===== src/rtl/id_operand_scoreboard.sv =====
// id_operand_scoreboard: decode-stage operand resolution with a per-register
// busy scoreboard for outstanding variable-latency loads, hazard stall
// generation, and the ID/EX pipeline register.
module id_operand_scoreboard #(
  parameter int XLEN   = 32,
  parameter int NFWD   = 2,
  parameter int MAX_LD = 4
) (
  input  logic                          clk,
  input  logic                          rst,
  input  logic                          dec_valid,
  input  logic [4:0]                    dec_rs1_addr,
  input  logic [4:0]                    dec_rs2_addr,
  input  logic [4:0]                    dec_rd_addr,
  input  logic                          dec_rs1_en,
  input  logic                          dec_rs2_en,
  input  logic                          dec_rd_en,
  input  logic                          dec_is_load,
  input  logic                          dec_alusrc,
  input  logic [XLEN-1:0]               dec_imm,
  input  logic [XLEN-1:0]               rf_rs1_data,
  input  logic [XLEN-1:0]               rf_rs2_data,
  input  logic [NFWD-1:0]               fwd_en,
  input  logic [5*NFWD-1:0]             fwd_addr,
  input  logic [XLEN*NFWD-1:0]          fwd_data,
  input  logic                          ld_wb_en,
  input  logic [4:0]                    ld_wb_addr,
  input  logic [XLEN-1:0]               ld_wb_data,
  input  logic                          ex_stall,
  input  logic                          flush,
  output logic                          stall_req,
  output logic                          ex_valid,
  output logic [XLEN-1:0]               ex_op1,
  output logic [XLEN-1:0]               ex_op2,
  output logic [XLEN-1:0]               ex_store_data,
  output logic [4:0]                    ex_rd_addr,
  output logic                          ex_rd_en,
  output logic                          ex_is_load,
  output logic [$clog2(MAX_LD+1)-1:0]   ld_outstanding
);

  localparam int CW = $clog2(MAX_LD + 1);
  localparam logic [CW-1:0] MAX_CNT = CW'(MAX_LD);
  localparam logic [CW-1:0] CNT_ONE = CW'(1);

  // Resolve one source operand; returns {hazard, data}. Inside the busy
  // branch an address match on the load port is by definition a clear.
  function automatic logic [XLEN:0] resolve_src(
    input logic                 en,
    input logic [4:0]           addr,
    input logic [XLEN-1:0]      rf_data,
    input logic [31:0]          busy,
    input logic [NFWD-1:0]      f_en,
    input logic [5*NFWD-1:0]    f_addr,
    input logic [XLEN*NFWD-1:0] f_data,
    input logic                 wb_en,
    input logic [4:0]           wb_addr,
    input logic [XLEN-1:0]      wb_data
  );
    logic [XLEN-1:0] data;
    logic            haz;
    data = '0;
    haz  = 1'b0;
    if (!en || (addr == 5'd0)) begin
      data = '0;
    end else if (busy[addr]) begin
      if (wb_en && (wb_addr == addr)) begin
        data = wb_data;
      end else begin
        haz = 1'b1;
      end
    end else begin
      data = (wb_en && (wb_addr == addr)) ? wb_data : rf_data;
      // Walk from the oldest port down so the youngest match is applied last.
      for (int i = NFWD - 1; i >= 0; i--) begin
        data = (f_en[i] && (f_addr[5*i +: 5] == addr)) ? f_data[XLEN*i +: XLEN] : data;
      end
    end
    return {haz, data};
  endfunction

  logic [31:0]     busy_r;
  logic [CW-1:0]   cnt_r;
  logic [31:0]     clr_vec_s;
  logic [31:0]     set_vec_s;
  logic [31:0]     busy_nxt_s;
  logic [CW-1:0]   cnt_nxt_s;
  logic [XLEN:0]   rs1_res_s;
  logic [XLEN:0]   rs2_res_s;
  logic [XLEN-1:0] op1_s;
  logic [XLEN-1:0] rs2_val_s;
  logic [XLEN-1:0] op2_s;
  logic            any_clr_s;
  logic            waw_s;
  logic            ld_full_s;
  logic            hazard_s;
  logic            fire_s;
  logic            set_s;

  // Per-register load-return clear strobes; x0 never clears.
  always_comb begin
    clr_vec_s = 32'd0;
    for (int r = 1; r < 32; r++) begin
      clr_vec_s[r] = ld_wb_en && (ld_wb_addr == 5'(r)) && busy_r[r];
    end
  end

  // Operand resolution, hazard detection and issue decision.
  always_comb begin
    rs1_res_s = resolve_src(dec_rs1_en, dec_rs1_addr, rf_rs1_data, busy_r, fwd_en,
                            fwd_addr, fwd_data, ld_wb_en, ld_wb_addr, ld_wb_data);
    rs2_res_s = resolve_src(dec_rs2_en, dec_rs2_addr, rf_rs2_data, busy_r, fwd_en,
                            fwd_addr, fwd_data, ld_wb_en, ld_wb_addr, ld_wb_data);
    op1_s     = rs1_res_s[XLEN-1:0];
    rs2_val_s = rs2_res_s[XLEN-1:0];
    op2_s     = dec_alusrc ? dec_imm : rs2_val_s;
    any_clr_s = |clr_vec_s;
    waw_s     = dec_rd_en && (dec_rd_addr != 5'd0) && busy_r[dec_rd_addr]
                && !clr_vec_s[dec_rd_addr];
    ld_full_s = dec_is_load && (cnt_r == MAX_CNT) && !any_clr_s;
    hazard_s  = rs1_res_s[XLEN] || rs2_res_s[XLEN] || waw_s || ld_full_s;
    stall_req = rst && dec_valid && hazard_s;
    fire_s    = dec_valid && !stall_req && !ex_stall && !flush;
    set_s     = fire_s && dec_is_load && dec_rd_en && (dec_rd_addr != 5'd0);
  end

  // Next scoreboard state: a set in the same cycle as a clear of that register wins.
  always_comb begin
    set_vec_s  = set_s ? (32'd1 << dec_rd_addr) : 32'd0;
    busy_nxt_s = (busy_r & ~clr_vec_s) | set_vec_s;
    case ({set_s, any_clr_s})
      2'b10:   cnt_nxt_s = cnt_r + CNT_ONE;
      2'b01:   cnt_nxt_s = cnt_r - CNT_ONE;
      default: cnt_nxt_s = cnt_r;
    endcase
  end

  // Scoreboard registers; reset discards every outstanding load.
  always_ff @(posedge clk or negedge rst) begin
    if (!rst) begin
      busy_r <= 32'd0;
      cnt_r  <= '0;
    end else begin
      busy_r <= busy_nxt_s;
      cnt_r  <= cnt_nxt_s;
    end
  end

  assign ld_outstanding = cnt_r;

  // ID/EX pipeline register: flush beats ex_stall, which beats a new issue.
  always_ff @(posedge clk or negedge rst) begin
    if (!rst) begin
      ex_valid      <= 1'b0;
      ex_op1        <= '0;
      ex_op2        <= '0;
      ex_store_data <= '0;
      ex_rd_addr    <= 5'd0;
      ex_rd_en      <= 1'b0;
      ex_is_load    <= 1'b0;
    end else if (flush) begin
      ex_valid      <= 1'b0;
      ex_op1        <= '0;
      ex_op2        <= '0;
      ex_store_data <= '0;
      ex_rd_addr    <= 5'd0;
      ex_rd_en      <= 1'b0;
      ex_is_load    <= 1'b0;
    end else if (ex_stall) begin
      ex_valid      <= ex_valid;
    end else begin
      ex_valid <= fire_s;
      if (fire_s) begin
        ex_op1        <= op1_s;
        ex_op2        <= op2_s;
        ex_store_data <= rs2_val_s;
        ex_rd_addr    <= dec_rd_addr;
        ex_rd_en      <= dec_rd_en;
        ex_is_load    <= dec_is_load;
      end else begin
        ex_op1        <= ex_op1;
      end
    end
  end

endmodule


===== config.mk =====
export PLATFORM = sky130hd
export DESIGN_NAME = id_operand_scoreboard
export DESIGN_NICKNAME = d
export VERILOG_FILES = /design/src/rtl/id_operand_scoreboard.sv
export SDC_FILE = /design/constraint.sdc
export NUM_CORES = 1
export LEC_CHECK = 0
export CAP_MARGIN = 10
export CORE_MARGIN = 2
export CORE_UTILIZATION = 51
export CTS_CLUSTER_DIAMETER = 40
export DETAILED_ROUTE_END_ITERATION = 16
export HOLD_SLACK_MARGIN = 0.12
export PLACE_DENSITY_LB_ADDON = 0.12
export SYNTH_ARGS = -nofsm -noshare
export SYNTH_HDL_FRONTEND = slang
export SYNTH_SLANG_ARGS = --single-unit

===== constraint.sdc =====
create_clock -name clk -period 11.6 [get_ports clk]
set_input_delay 2.9 -clock clk [delete_from_list [all_inputs] [get_ports clk]]
set_output_delay 2.9 -clock clk [all_outputs]
set_load 0.01 [all_outputs]

==> flow_metrics.py <==
metrics = {
    "outcome": {
        "outcome": "finished clean",
    },
    "setup_path": {
        "critPathKind": "in2out",
        "r2r_slack_ns": 7.32,
        "cp.required_ns": 8.70,
        "critPathLaunch": "ld_wb_addr[2]",
        "end_kind": "primary output",
        "worstPathArrival_ns": 6.56,
        "start_kind": "primary input",
        "r2r-start": "busy_r[24]$_DFF_PN0_",
        "critPathMaxFanout": 26,
    },
    "clock_tree": {
        "clkTransAtPathRegs_ns": 0.07,
        "cts_buffer_depth": 2,
        "cts_root_buf": "clkbuf_16",
        "cts.hold.buffers_added": 0,
        "clkLatencyLatePin_ns": 0.43,
        "tritoncts": "built",
        "cts_buffers": 17,
        "post_cts_resized": 0,
        "htreeDepth": 4,
        "cts.sinks": 139,
        "post-cts-setup-buffer-count": 0,
    },
    "pwr": {
        "p_int_mw": 1.021,
        "power_frac_clock_pct": 38.5,
        "power_mw": 1.476,
        "p_leak_nw": 5.595,
        "max-vdd-ir-drop_uv": 104.9,
        "switching_share_pct": 30.84,
        "p_sw_mw": 0.4552,
        "sequentialPowerShare_pct": 36.2,
        "power_frac_comb_pct": 25.2,
        "powerDensity_mw_per_mm2": 102.1,
    },
    "final_layout": {
        "syn_to_final_growth_pct": 38.37,
        "drive_gt1_share_pct": 6.577,
        "stdcell_count": 1690,
        "layout_commonest_cell": "clkdlybuf4s50_1",
        "nFillCells": 1571,
        "final_cell_mix": "clkdlybuf4s50_1 (340), dfrtp_1 (139), o21ai_0 (96)",
        "design_area_sq_mm": 0.01445,
        "layout.nets": 1638,
    },
    "flow_run": {
        "cap_violations": 0,
    },
    "yosys": {
        "syn_inst": 1153,
        "yosysUniqueCellTypes": 69,
        "synth_nets": 1390,
        "ys_ff_latch": 139,
        "synth.top_cell.area_share_pct": 33.31,
        "avgSynthCellArea_sq_um": 9.058,
        "synth_area_leaders": "dfrtp_1 (33%), mux2i_1 (8.2%), o21ai_0 (4.6%), mux4_2 (4.5%), a22o_1 (3.3%)",
        "yosysTopAreaCell": "dfrtp_1",
        "ys_async_sr_fraction_pct": 100.0,
        "synth-warning-count": 0,
        "synth_seq_area_share_pct": 33.31,
        "netlist_area_sq_mm": 0.01044,
        "synth-main-ff-cell": "dfrtp_1",
        "synth_edf_count": 0,
    },
    "routing": {
        "met1_length_um": 16360,
        "drt_iter0_drc": 1284,
        "routed_via_density": 6.789,
        "top_layer": "met4",
        "drt_pre_antenna_iters": 6,
        "wl_met3_um": 4465,
        "ant_nets": 0,
        "dr_wl_met2_um": 20130,
        "wire_per_inst_um": 25.83,
        "wirelength_um": 43660,
        "vias": 11470,
        "drc": 0,
    },
    "min_path": {
        "hp-start": "ex_store_data[13]$_DFFE_PN0P_",
        "hp-class": "reg2reg",
    },
    "timing": {
        "worst_slew_pin_slew_ns": 1.221,
        "rsz0062_at_grt": "no",
        "post-route-min-period_ns": 9.464,
        "skew_ns": 0.01402,
        "fin_tns_setup_ns": 0,
        "final_hold_viol_count": 0,
        "drv_slew": 0,
        "fin_crit_sh_pct": 81.59,
        "clock.fmax_ghz": 0.1057,
        "setup_violations": 0,
        "slew_headroom_pct": 18.59,
        "timing.final.ws_setup_ns": 2.136,
    },
    "floorplanning": {
        "io_pins": 343,
        "dieArea_sq_mm": 0.02164,
        "die_y_um": 147.1,
        "initial_utilization_pct": 51.78,
        "dieWidth_um": 147.1,
        "coreArea_sq_mm": 0.02017,
        "row_count": 52,
    },
    "place": {
        "placedCellCount": 1652,
        "io_buffers": 342,
        "gp_congestion": 1.021,
        "hpwl_um": 29430,
        "preCtsSetupSlack_ns": 2.244,
        "dpl-instance-area_sq_mm": 0.01384,
    },
    "global_route": {
        "grt_use_total_pct": 39.53,
        "grt_pass1_vias": 11190,
        "antenna_found_initial": 6,
        "gr-total-overflow": 0,
        "grt_pass1_wl_um": 66470,
        "grt_max_degree": 104,
    },
}
## cells by family after synthesis
group	share of synthesized area (%)
AO/OA/AOI/OAI	30.78
flip-flops	33.31
AND/OR/NAND/NOR	14.05
multiplexers	13.09
buffers and inverters	5.691
adder cells (fa/ha/maj)	0.3115
XOR/XNOR	2.767
## per-layer routing
metal / vias to the layer above / track usage, %
li1: 4982 / -
met1: 5505 / 50.75
met2: 804 / 61.43
met3: 183 / 8.634
met4: 0 / 23.80
met5: - / 0
## power groups by stage
stage / Sequential [mW] / Clock (mW) / Combinational [mW]
finish: 0.535 / 0.569 / 0.372
CTS: 0.533 / 0.570 / 0.368
floorplan: 0.542 / 0 / 0.168
detailed placement: 0.542 / 0 / 0.365
global route: 0.537 / 0.590 / 0.398
global placement: 0.542 / 0 / 0.360
## worst paths after layout
check,to,cells past startpoint
min in group asynchronous,busy_r[22]$_DFF_PN0_,1
max in group asynchronous,ex_op1[1]$_DFFE_PN0P_,2
hold reg to reg,ex_store_data[13]$_DFFE_PN0P_,1
setup / recovery,stall_req,9
hold / removal,ex_store_data[13]$_DFFE_PN0P_,1
setup reg to reg,ld_outstanding[2]$_DFFE_PN0P_,15
## worst max-delay path, cell delays in order
cell	delay, ns
clkdlybuf4s50_1	0.92
nand4b_1	0.52
o32ai_1	0.13
a311o_1	0.37
o22a_1	0.22
o311ai_1	0.41
a211o_1	0.29
and3_1	0.18
clkdlybuf4s50_1	0.60
## registers in the layout, indices dropped and copies added, names as in the netlist
register        count
ex_store_data      32
ex_valid            1
ex_is_load          1
ex_op1             32
ld_outstanding      3
ex_op2             32
ex_rd_en            1
busy_r             32
ex_rd_addr          5
## per-stage QoR
stage               util, %  hold WS [ns]
floorplan                 -        0.4618
global placement      68.61        0.4712
detailed placement    68.61        0.4725
CTS                   71.58        0.4881
global route          71.65        0.5027
finish                71.65        0.4902
## area by class of cell
cell class                 instances  area, sq um  area share (%)
multi-input combinational        875         6445           44.60
sequential                       139         3478           24.07
clock buffer                      19        442.9           3.065
tap                              270        337.8           2.338
inverter                          10        37.54          0.2597
antenna                            6        15.01          0.1039
clock inverter                    13        155.1           1.074
timing repair buffer             358         3540           24.49
## synthesized netlist by cell type, drive strengths merged (21+ instances only)
cell     number
mux4         21
a311o        34
o21ai        97
o31ai        25
o2bb2ai      34
nand3        55
a22o         39
nor2         75
a32o         34
clkbuf       75
mux2i        86
dfrtp       139
a211oi       35
a211o        36
buf          54
a21oi        68
nand2        81
xor2         26
No activity file was read; power rests on OpenSTA's default activity.
